<file path="src/rtl/trail_pkg.sv">
// Shared types and defaults for the trail blend scheduler.
package trail_pkg;

    typedef logic [23:0] pixel_t;

    typedef enum logic [1:0] {
        CLEAR,
        RUN,
        DRAIN
    } sched_state_t;

    localparam int NUM_PIXELS_DEFAULT = 76800;

endpackage

</file>
<file path="src/rtl/trail_tag_fifo.sv">
// Synchronous FIFO that remembers the frame-buffer address of every pixel still inside trail_iir.
module trail_tag_fifo #(
    parameter int WIDTH = 17,
    parameter int DEPTH = 8
) (
    input  logic             clk,
    input  logic             rst,
    input  logic             push,
    input  logic [WIDTH-1:0] push_data,
    input  logic             pop,
    output logic [WIDTH-1:0] pop_data,
    output logic             full,
    output logic             empty
);

    localparam int PW = (DEPTH > 1) ? $clog2(DEPTH) : 1;
    localparam int CW = $clog2(DEPTH + 1);
    localparam logic [PW-1:0] LAST_PTR = PW'(DEPTH - 1);
    localparam logic [CW-1:0] FULL_CNT = CW'(DEPTH);

    logic [WIDTH-1:0] mem [DEPTH];
    logic [PW-1:0]    wr_ptr;
    logic [PW-1:0]    rd_ptr;
    logic [CW-1:0]    count;
    logic             do_push;
    logic             do_pop;

    assign full     = (count == FULL_CNT);
    assign empty    = (count == '0);
    assign do_push  = push && !full;
    assign do_pop   = pop && !empty;
    assign pop_data = mem[rd_ptr];

    always_ff @(posedge clk or posedge rst) begin
        if (rst) begin
            wr_ptr <= '0;
            rd_ptr <= '0;
            count  <= '0;
        end else begin
            if (do_push) wr_ptr <= (wr_ptr == LAST_PTR) ? '0 : wr_ptr + PW'(1);
            if (do_pop)  rd_ptr <= (rd_ptr == LAST_PTR) ? '0 : rd_ptr + PW'(1);
            if (do_push && !do_pop)      count <= count + CW'(1);
            else if (do_pop && !do_push) count <= count - CW'(1);
        end
    end

    // Storage carries no reset; only the pointers define what is valid.
    always_ff @(posedge clk) begin
        if (do_push) mem[wr_ptr] <= push_data;
    end

endmodule

</file>
<file path="src/rtl/trail_frame_sched.sv">
// Per-pixel scheduler: reads history, dispatches camera+history to trail_iir, writes the blend back.
// Also owns the history write port for the power-up and user-requested clear sweep.
module trail_frame_sched
    import trail_pkg::*;
#(
    parameter int ADDR_W       = 17,
    parameter int NUM_PIXELS   = NUM_PIXELS_DEFAULT,
    parameter int RD_LAT       = 2,
    parameter int MAX_INFLIGHT = 8
) (
    input  logic              clk_in,
    input  logic              rst_in,
    input  logic              clear_in,
    input  logic              cam_valid_in,
    output logic              cam_ready_out,
    input  logic [23:0]       cam_pixel_in,
    input  logic [ADDR_W-1:0] cam_addr_in,
    output logic              hist_rd_en_out,
    output logic [ADDR_W-1:0] hist_rd_addr_out,
    input  logic [23:0]       hist_rd_data_in,
    output logic              iir_valid_out,
    output logic [23:0]       iir_history_out,
    output logic [23:0]       iir_camera_out,
    input  logic              iir_valid_in,
    input  logic [23:0]       iir_update_in,
    output logic              hist_wr_en_out,
    output logic [ADDR_W-1:0] hist_wr_addr_out,
    output logic [23:0]       hist_wr_data_out,
    output logic              clearing_out,
    output logic              err_out
);

    localparam int CW = $clog2(MAX_INFLIGHT + 1);
    localparam logic [CW-1:0]     MAX_CNT   = CW'(MAX_INFLIGHT);
    localparam logic [ADDR_W-1:0] LAST_ADDR = ADDR_W'(NUM_PIXELS - 1);

    sched_state_t      state, state_next;
    logic [ADDR_W-1:0] sweep, sweep_next;
    logic [CW-1:0]     inflight, inflight_next;
    logic              clear_pending, clear_pending_next;
    logic [RD_LAT-1:0] dl_valid;
    pixel_t            dl_pixel [RD_LAT];
    logic              accept;
    logic              pop;
    logic              fifo_full;
    logic              fifo_empty;
    logic [ADDR_W-1:0] tag;
    logic              wr_en_q;
    logic [ADDR_W-1:0] wr_addr_q;
    pixel_t            wr_data_q;
    logic              clearing_q;
    logic              err_q;

    // Ready also waits for the last sweep write to leave the port register.
    assign cam_ready_out = (state == RUN) && (inflight < MAX_CNT) && !clear_pending
                           && !clearing_q && !fifo_full;
    assign accept           = cam_valid_in && cam_ready_out;
    assign hist_rd_en_out   = accept;
    assign hist_rd_addr_out = accept ? cam_addr_in : '0;

    assign iir_valid_out   = dl_valid[RD_LAT-1];
    assign iir_history_out = iir_valid_out ? hist_rd_data_in : '0;
    assign iir_camera_out  = iir_valid_out ? dl_pixel[RD_LAT-1] : '0;

    assign pop = iir_valid_in && !fifo_empty && (state != CLEAR);

    assign hist_wr_en_out   = wr_en_q;
    assign hist_wr_addr_out = wr_addr_q;
    assign hist_wr_data_out = wr_data_q;
    assign clearing_out     = clearing_q;
    assign err_out          = err_q;

    trail_tag_fifo #(
        .WIDTH (ADDR_W),
        .DEPTH (MAX_INFLIGHT)
    ) u_tag_fifo (
        .clk       (clk_in),
        .rst       (rst_in),
        .push      (accept),
        .push_data (cam_addr_in),
        .pop       (pop),
        .pop_data  (tag),
        .full      (fifo_full),
        .empty     (fifo_empty)
    );

    always_comb begin
        state_next         = state;
        sweep_next         = sweep;
        clear_pending_next = clear_pending;
        inflight_next      = inflight;
        if (accept && !pop)      inflight_next = inflight + CW'(1);
        else if (pop && !accept) inflight_next = inflight - CW'(1);
        case (state)
            CLEAR: begin
                if (clear_in) begin
                    sweep_next = '0;
                end else if (sweep == LAST_ADDR) begin
                    sweep_next = '0;
                    state_next = RUN;
                end else begin
                    sweep_next = sweep + ADDR_W'(1);
                end
            end
            RUN: begin
                if (clear_in) begin
                    clear_pending_next = 1'b1;
                    state_next         = DRAIN;
                end
            end
            DRAIN: begin
                if (inflight_next == '0) begin
                    state_next         = CLEAR;
                    sweep_next         = '0;
                    clear_pending_next = 1'b0;
                end
            end
            default: state_next = CLEAR;
        endcase
    end

    // The write port is one register fed by either the sweep or a writeback, never both.
    always_ff @(posedge clk_in or posedge rst_in) begin
        if (rst_in) begin
            state         <= CLEAR;
            sweep         <= '0;
            inflight      <= '0;
            clear_pending <= 1'b0;
            dl_valid      <= '0;
            wr_en_q       <= 1'b0;
            wr_addr_q     <= '0;
            wr_data_q     <= '0;
            clearing_q    <= 1'b0;
            err_q         <= 1'b0;
        end else begin
            state         <= state_next;
            sweep         <= sweep_next;
            inflight      <= inflight_next;
            clear_pending <= clear_pending_next;
            dl_valid[0]   <= accept;
            for (int i = 1; i < RD_LAT; i++) dl_valid[i] <= dl_valid[i-1];
            clearing_q    <= (state == CLEAR);
            if (iir_valid_in && !pop) err_q <= 1'b1;
            if (state == CLEAR) begin
                wr_en_q   <= 1'b1;
                wr_addr_q <= sweep;
                wr_data_q <= '0;
            end else if (pop) begin
                wr_en_q   <= 1'b1;
                wr_addr_q <= tag;
                wr_data_q <= iir_update_in;
            end else begin
                wr_en_q   <= 1'b0;
            end
        end
    end

    always_ff @(posedge clk_in) begin
        dl_pixel[0] <= cam_pixel_in;
        for (int i = 1; i < RD_LAT; i++) dl_pixel[i] <= dl_pixel[i-1];
    end

endmodule

</file>
<file path="config.mk">
export PLATFORM = sky130hd
export DESIGN_NAME = trail_frame_sched
export DESIGN_NICKNAME = d
export VERILOG_FILES = /design/src/rtl/trail_pkg.sv /design/src/rtl/trail_tag_fifo.sv /design/src/rtl/trail_frame_sched.sv
export SDC_FILE = /design/constraint.sdc
export NUM_CORES = 1
export LEC_CHECK = 0
export ABC_AREA = 1
export CORE_AREA = 10 10 164 166
export DETAILED_ROUTE_END_ITERATION = 8
export DIE_AREA = 0 0 174 176
export GPL_TIMING_DRIVEN = 0
export PLACE_DENSITY = 0.71
export REMOVE_ABC_BUFFERS = 1
export SETUP_SLACK_MARGIN = 0.4
export SYNTH_ARGS = -nofsm -noshare
export SYNTH_HDL_FRONTEND = slang
export SYNTH_SLANG_ARGS = --single-unit
</file>
<file path="constraint.sdc">
create_clock -name clk_in -period 8.2 [get_ports clk_in]
set_clock_uncertainty 0.05 [all_clocks]
set_input_delay 0.82 -clock clk_in [delete_from_list [all_inputs] [get_ports clk_in]]
set_output_delay 0.82 -clock clk_in [all_outputs]
set_load 0.02 [all_outputs]
</file>
==> flow_metrics.env <==
export IMPL_final_area_sq_um=14000
export IMPL_synthesis_area_sq_um=10500
export IMPL_ios=206
export IMPL_synth_seq_area_share_pct=66.9
export IMPL_first_pass_iters=5
export IMPL_rsz0062_at_grt="false"
export IMPL_hp_class="reg -> reg"
export IMPL_synth_async_reset_ratio_pct=30.3
export IMPL_hold_buffers=0
export IMPL_period_needed_ps=3570
export IMPL_cts_made_buffers=27
export IMPL_die_w_um=174
export IMPL_core_sq_um=23800
export IMPL_hold_depth=0
export IMPL_synthesis_instances=977
export IMPL_synth_distinct_cells=37
export IMPL_via_count=7783
export IMPL_maxCapViolations=0
export IMPL_multi_input_area_sq_um=2940
export IMPL_cp_slowest_cell="inv_2"
export IMPL_cp_max_fo=51
export IMPL_vdd_drop_max_mv=0.171
export IMPL_finalCritPeriodShare_pct=43.5
export IMPL_cts_tree="done"
export IMPL_avgSynthCellArea_sq_um=10.8
export IMPL_hold_start="dl_pixel[0][18]"
export IMPL_r2r_end="sweep[14]"
export IMPL_critPathArrivalTime_ps=3920
export IMPL_path_cells="nor2_2 -> inv_2 -> buf_12 -> nand3_4 -> inv_2 -> nand2_2 -> nand2_1 -> nand2_1 -> nand2_1 -> nand2_2 -> nor2_4 -> nand3_4 -> nand3_1 -> nand2_1"
export IMPL_critPathKind="reg -> reg"
export IMPL_wl_per_cell_um=18.2
export IMPL_crit_buf_inv=3
export IMPL_setup_tns_ps=0
export IMPL_ys_flop_type="edfxtp_1"
export IMPL_drive_gt1_share_pct=8.59
export IMPL_row_count=57
export IMPL_port_buffers=205
export IMPL_grt_pass1_wl_mm=43.4
export IMPL_design_die_area_sq_um=30600
export IMPL_synth_edff_count=136
export IMPL_clockRootBuffer="clkbuf_16"
export IMPL_rrSetupSlack_ps=4630
export IMPL_area_growth_pct=32.5
export IMPL_synth_seq_cells=264
export IMPL_hold_ws_ps=275
export IMPL_setup_worst_path_start_class="flip-flop"
export IMPL_start_util_pct=44.2
export IMPL_drcViolationCount=0
export IMPL_powerDensity_nw_per_um2=259
export IMPL_slew_violations=0
export IMPL_ff2ff_path_depth=14
export IMPL_cts_repair_resized=0
export IMPL_n_fill_cell=1968
export IMPL_overflow=0
export IMPL_first_global_vias=7669
export IMPL_cpLargestDelayFamily="buffers and inverters"
export IMPL_grt_max_degree=53
export IMPL_relSlewSlack_pct=14.6
export IMPL_worst_setup_path_end_kind="flip-flop"
export IMPL_postCtsSetupRepairBufs=0
export IMPL_leakagePower_nw=5.81
export IMPL_routed_wl_mm=27.7
export IMPL_r2r_start="state[0]"
export IMPL_antenna_cells=0
export IMPL_drtAntennaViolNets=0
export IMPL_path_common_cell="nand2_1"
export IMPL_status="complete, no violations"
export IMPL_dpl_cell_count=1473
export IMPL_stdcell_count=1523
export IMPL_worstSkewPairLatency_ps=540
export IMPL_antenna_found_initial=0
export IMPL_gp_congestion=0.809
export IMPL_setup_viol=0
export IMPL_nets=1283
export IMPL_worst_pin_slew_ps=1280
export IMPL_fmax_ghz=0.280
export IMPL_worst_endpoint_required_ps=8550
export IMPL_dieHeight_um=176
export IMPL_hpwlAfterDp_mm=19.0
export IMPL_yosysWarnings=0
export IMPL_regArea_sq_um=7050
export IMPL_hold_viol_final=0
export IMPL_placed_area_sq_um=13100
export IMPL_grt_usage_pct=17.7
export IMPL_vias_per_cell=5.11
export IMPL_cts_sinks=264
export IMPL_path_clk_slew_ps=60
export IMPL_min_to="dl_pixel[0][42]"
export IMPL_cts_path_max_buffers=3
export IMPL_drt_iter0_drc=742
export IMPL_cpPeakStageDelay_ps=770
export IMPL_ctsHtreeMaxLevel=1
-- cells in the final DEF (no fill, tap or decap), types with 2 or more instances in the layout --
master	count
a21o_1	2
a21oi_1	2
buf_12	3
buf_6	10
buf_8	3
clkbuf_1	2
clkbuf_16	28
clkbuf_8	3
clkdlybuf4s50_1	205
clkinv_1	3
clkinv_2	7
dfrtp_1	78
dfrtp_2	2
dfxtp_1	48
edfxtp_1	136
ha_1	10
inv_1	99
inv_2	3
inv_4	3
nand2_1	166
nand2_2	5
nand3_1	73
nand3_2	10
nand3_4	3
nand4_1	7
nor2_1	99
nor2_2	3
nor2_4	3
nor3_1	2
nor3_2	8
o211ai_1	34
o21ai_0	82
o21ai_1	2
o221ai_1	17
o22ai_1	17
or2_2	2
xnor2_1	2
xor2_1	5
-- cell families after synthesis --
logic type	Yosys count	synth area share, %
adders and majority gates	11	1.38
AOI/OAI and AO/OA	158	9.23
DFF	264	66.9
buffers and inverters	153	5.56
xor gates and xnor gates	7	0.582
and+or+nand+nor	384	16.3
-- state kept, by name, summed over array words and instances (netlist names) --
register / flops
dl_valid: 2
state: 2
u_tag_fifo.rd_ptr: 3
hist_wr_addr_out: 17
hist_wr_en_out: 1
clearing_out: 1
err_out: 1
u_tag_fifo.count: 4
hist_wr_data_out: 24
inflight: 4
u_tag_fifo.wr_ptr: 3
u_tag_fifo.mem: 136
sweep: 17
clear_pending: 1
dl_pixel: 48
-- layer usage --
layer	GRT usage (%)	wire length [um]	share of wire, %
met1	22.4	11800	43
met2	30.2	13400	48
met3	4.49	2180	7.9
met4	3.46	319	1.2
met5	0	0	0
-- cells in the mapped netlist, drive strengths merged (17+ instances only) --
cell type,instances,area [sq um]
o22ai,17,106
nand2,171,652
dfxtp,48,961
inv,102,383
dfrtp,80,2000
clkbuf,40,150
o221ai,17,149
nor2,105,424
nand3,86,518
o211ai,34,255
edfxtp,136,4080
o21ai,84,420
-- where the power goes --
part / internal, mW / switching, mW
combinational: 0.316 / 0.537
clock: 0.685 / 0.501
sequential: 1.47 / 0.110
total: 2.47 / 1.15
-- stage by stage --
step	util [%]	worst slack, ps	total power, mW
floorplan	-	5140	2.10
global placement	53.7	2860	2.42
detailed placement	54.9	4560	2.47
CTS	58.6	4580	3.65
global route	58.6	4320	3.82
finish	58.6	4630	3.62
-- area by class of cell --
| type | instances | share of cell area, % |
|---|---|---|
| flip-flops and latches | 264 | 50.5 |
| inverters | 103 | 2.79 |
| multi-input cells | 560 | 21.1 |
| well taps | 324 | 2.90 |
| clock buffers | 33 | 5.37 |
| repair buffers | 222 | 16.5 |
| clock inverters | 17 | 0.896 |
-- worst max path at each step --
stage                               startpoint              endpoint  cells after the start
final                                 state[0]             sweep[14]                     14
after global routing                  state[0]             sweep[14]                     14
after CTS                             state[0]             sweep[14]                     14
after detailed placement          iir_valid_in             sweep[11]                     12
after global placement            cam_valid_in  u_tag_fifo.mem[7][7]                      5
after floorplan           u_tag_fifo.rd_ptr[0]   hist_wr_addr_out[0]                      5
Note: power is estimated with default switching activity, not from simulation.
==> edit 1, RTL diff (same flow settings) <==
Register the output `err_out` once more, with the module's reset; this adds one clock of latency there. The other outputs are not delayed to match.
--- a/src/rtl/trail_frame_sched.sv
+++ b/src/rtl/trail_frame_sched.sv
@@ -68,7 +68,13 @@
     assign hist_wr_addr_out = wr_addr_q;
     assign hist_wr_data_out = wr_data_q;
     assign clearing_out     = clearing_q;
-    assign err_out          = err_q;
+    always_ff @(posedge clk_in or posedge rst_in) begin
+        if (rst_in) begin
+            err_out <= '0;
+        end else begin
+            err_out <= err_q;
+        end
+    end
 
     trail_tag_fifo #(
         .WIDTH (ADDR_W),
Check against the original RTL: not equivalent (a bounded check fails within 4 cycles, from zero or initial values and one cycle with rst_in high).
==> edit 1 against the unedited design <==
Die area stayed put. Largest power group unchanged. Sequential cell count is 1 higher. Highest routed layer is now met5. Area after synthesis is 0.45% higher. Setup slack better by 0.091 ns. Final area hardly changed. Routed wire length is 3.8% lower. Non-clock buffer count stayed put. Core utilization hardly changed. Power is 1.4% lower.
==> edit 1: results <==
set metrics [dict create \
    drive_above_1_share_pct 8.67 \
    r2r_slack_ns 5.00 \
    synthXorXnorAreaFrac_pct 0.497 \
    nClkBuffers 38 \
    place_inst 1474 \
    p_leak_nw 5.76 \
    async_flop_share_pct 30.6 \
    syn2layout_area_growth_pct 31.9 \
    cts_sinks 265 \
    gp_congestion 0.832 \
    synth_seq_area_share_pct 66.8 \
    syn_avg_cell_area_sq_um 10.8 \
    totalWireLength_um 26700 \
    ys_top_cells_by_count "nand2_1, edfxtp_1, inv_1, nor2_1, o21ai_0" \
    dp_slack_ns 4.44 \
    post_dp_cell_area_sq_um 13100 \
    buf_share_pct 16.4 \
    synthDistinctLibCells 38 \
    dp_hpwl_um 18200 \
    relSlewSlack_pct 17.8 \
    fin_worst_hold_slack_ns 0.272 \
    wire_per_inst_um 17.5 \
    cp_max_fo 26 \
    ir_drop_mv 0.141 \
    synth_compound_area_share_pct 9.28 \
    grt_pass1_wl_um 41300 \
    multi_input_cells 561 \
    synth_area_leaders "edfxtp_1, dfrtp_1, dfxtp_1, nand2_1, o21ai_0" \
    antenna_found_initial 1 \
    clk_share_pct 5.95 \
    seq_share_pct 50.7 \
    fmax_mhz 288 \
    hold_end "dl_pixel[0][32]" \
    ctsResizeCount 0 \
    crit_start "cam_valid_in" \
    status "finished clean" \
    via_per_inst 5.02 \
    drt_first_iter_violations 650 \
    crit_path_end "hist_rd_addr_out[14]" \
    final_nets 1284 \
    grt_max_degree 77 \
    reg2reg_to "hist_wr_addr_out[7]" \
    powerDensity_nw_per_um2 256 \
    arrival_ns 2.61 \
    cts_buffers 26 \
    fillers 1995 \
    r2r-start "u_tag_fifo.rd_ptr[1]" \
    grt_pass1_vias 7431 \
    yosys.area_share.adder_pct 1.37 \
]
==> edit 1: worst max-delay path, stage by stage <==
cell and delay (ns):
clkdlybuf4s50_1 0.54, nand3_4 0.36, nor2_1 0.24, clkdlybuf4s50_1 0.63
==> edit 1: per-layer routing <==
metal | share of wire, % | vias up | wire length [um] | GRT usage [%]
li1 | - | 3735 | - | -
met1 | 43 | 3587 | 11300 | 20.9
met2 | 47 | 284 | 12600 | 28.0
met3 | 7.4 | 40 | 1980 | 4.19
met4 | 2.6 | 2 | 693 | 5.27
met5 | 0.064 | - | 17 | 0
==> edit 1: power breakdown <==
part	internal, mW	total [mW]	switching, mW
logic	0.317	0.852	0.535
registers	1.48	1.58	0.107
clock network	0.658	1.14	0.478
==> edit 1: logic make-up after synthesis <==
kind of cell / count (synthesis)
simple gates: 384
fa+ha+maj: 11
xor+xnor: 6
flops: 265
buf+inv: 153
compound gates: 160
==> edit 2, RTL diff (same settings) <==
Without the edit above. The parameter `RD_LAT` goes from 2 to 4.
--- a/src/rtl/trail_frame_sched.sv
+++ b/src/rtl/trail_frame_sched.sv
@@ -5,7 +5,7 @@
 #(
     parameter int ADDR_W       = 17,
     parameter int NUM_PIXELS   = NUM_PIXELS_DEFAULT,
-    parameter int RD_LAT       = 2,
+    parameter int RD_LAT       = 4,
     parameter int MAX_INFLIGHT = 8
 ) (
     input  logic              clk_in,
Check against the original RTL: no difference found for any inputs over 10 cycles, from zero or initial values and one cycle with rst_in high; that may be too few to reach the edited logic, so the function may still have changed.
==> edit 2 against the unedited design <==
Setup slack better by 0.14 ns. Maximum frequency is 4.0% higher. Final area is 8.8% higher. Power is 14% higher. Register-to-register slack better by 0.40 ns. Sequential cell count is 50 higher. Critical path depth is 10 lower. Routed wire length is 2.5% lower. Cell count is 3.7% higher. Combinational power is 0.9% higher. Area after synthesis is 9.8% higher. Largest power group unchanged.
==> edit 2: results <==
set metrics [dict create \
    cp_max_fo 25 \
    status "finished clean" \
    drive_above_1_share_pct 8.68 \
    drt_first_iter_violations 623 \
    place_inst 1522 \
    top_register "u_tag_fifo.mem" \
    ir_drop_mv 0.188 \
    rr_worst_depth 5 \
    numPortBuffers 205 \
    async_flop_share_pct 26.1 \
    r2r-start "u_tag_fifo.rd_ptr[1]" \
    globalRouteTotalUtil_pct 17.1 \
    grt_pass1_wl_um 42600 \
    synth_area_leaders "edfxtp_1, dfrtp_1, dfxtp_1, nand2_1, nor2_1" \
    cts_setup_buffers 0 \
    worstMarginPinSlew_ns 1.27 \
    synth_seq_area_share_pct 69.7 \
    synthDistinctLibCells 43 \
    wl_met3_um 1600 \
    ctsResizeCount 0 \
    hold_end "dl_pixel[3][15]" \
    met1_length_um 11900 \
    gp_congestion 0.803 \
    max_stage_delay_ns 0.64 \
    crit_path_end "hist_rd_addr_out[8]" \
    arrival_ns 2.56 \
    p_leak_nw 6.28 \
    grt_max_degree 76 \
    reg2reg_to "hist_wr_addr_out[11]" \
    drt_pass1_iterations 5 \
    hold_path_depth 0 \
    die_w_um 174 \
    insertion_delay_ns 0.54 \
    fillers 1828 \
    dp_hpwl_um 17900 \
    finalNonFillerCells 1580 \
    crit_start "cam_valid_in" \
    final_nets 1337 \
    r2r_slack_ns 5.03 \
    via_per_inst 5.04 \
    cts_buffers 31 \
    fin_setup_tns_ns 0 \
    syn_avg_cell_area_sq_um 11.2 \
    ys_top_cells_by_count "nand2_1, edfxtp_1, nor2_1" \
    die_area_sq_um 30600 \
    slowest_stage "clkdlybuf4s50_1" \
    min_from "dl_pixel[2][15]" \
    grt_pass1_vias 7729 \
    wire_per_inst_um 17.1 \
    htreeDepth 1 \
    wl_met2_um 13100 \
    largest_reg_flops 136 \
    critPathTopFamily "buffers and inverters" \
]
edit 2: cell count changes after synthesis, sizes merged, moves of 3 or more:
cell | before | now
nand3 | 86 | 82
nor3 | 10 | 7
nor2 | 105 | 114
o21ai | 84 | 79
dfxtp | 48 | 96
nand4 | 7 | 4
nand2 | 171 | 174
edit 2: kinds of logic (layout without fill, tap and decap cells):
logic type / after synthesis / in the layout / synth area share [%]
compound gates: 155 / 155 / 8.33
xor+xnor: 8 / 8 / 0.606
fa+ha+maj: 11 / 11 / 1.25
buf+inv: 153 / 379 / 5.13
flops: 314 / 314 / 69.7
mux: 1 / 1 / 0.0973
simple gates: 388 / 388 / 14.9
edit 2: where the power goes:
group | total [mW] | internal, mW | leakage, nW | switching (mW)
Combinational | 0.860 | 0.318 | 2.64 | 0.542
Sequential | 1.84 | 1.73 | 3.12 | 0.107
Clock | 1.44 | 0.864 | 0.521 | 0.576
Total | 4.14 | 2.91 | 6.28 | 1.22
edit 2: final cells by class:
cell class	instances	share of cell area (%)
flip-flops and latches	314	53.1
multi-input cells	563	19.4
repair buffers	219	15.2
clock buffers	36	5.57
well taps	324	2.67
inverters	103	2.59
clock inverters	21	1.46
edit 2: layer usage:
metal / GRT usage [%] / up-vias
li1: - / 3890
met1: 22.1 / 3811
met2: 29.0 / 237
met3: 3.42 / 31
met4: 4.13 / 0
met5: 0 / -
edit 2: per-stage QoR:
step	setup slack (ns)	hold WS [ns]	area, sq um	power [mW]
6_report	4.77	0.271	15200	4.14
5_1_grt	4.63	0.274	15200	4.34
4_1_cts	4.48	0.273	15100	4.15
3_5_place_dp	4.61	0.262	14100	2.71
3_3_place_gp	3.09	0.260	13800	2.66
2_1_floorplan	5.14	0.260	11400	2.36
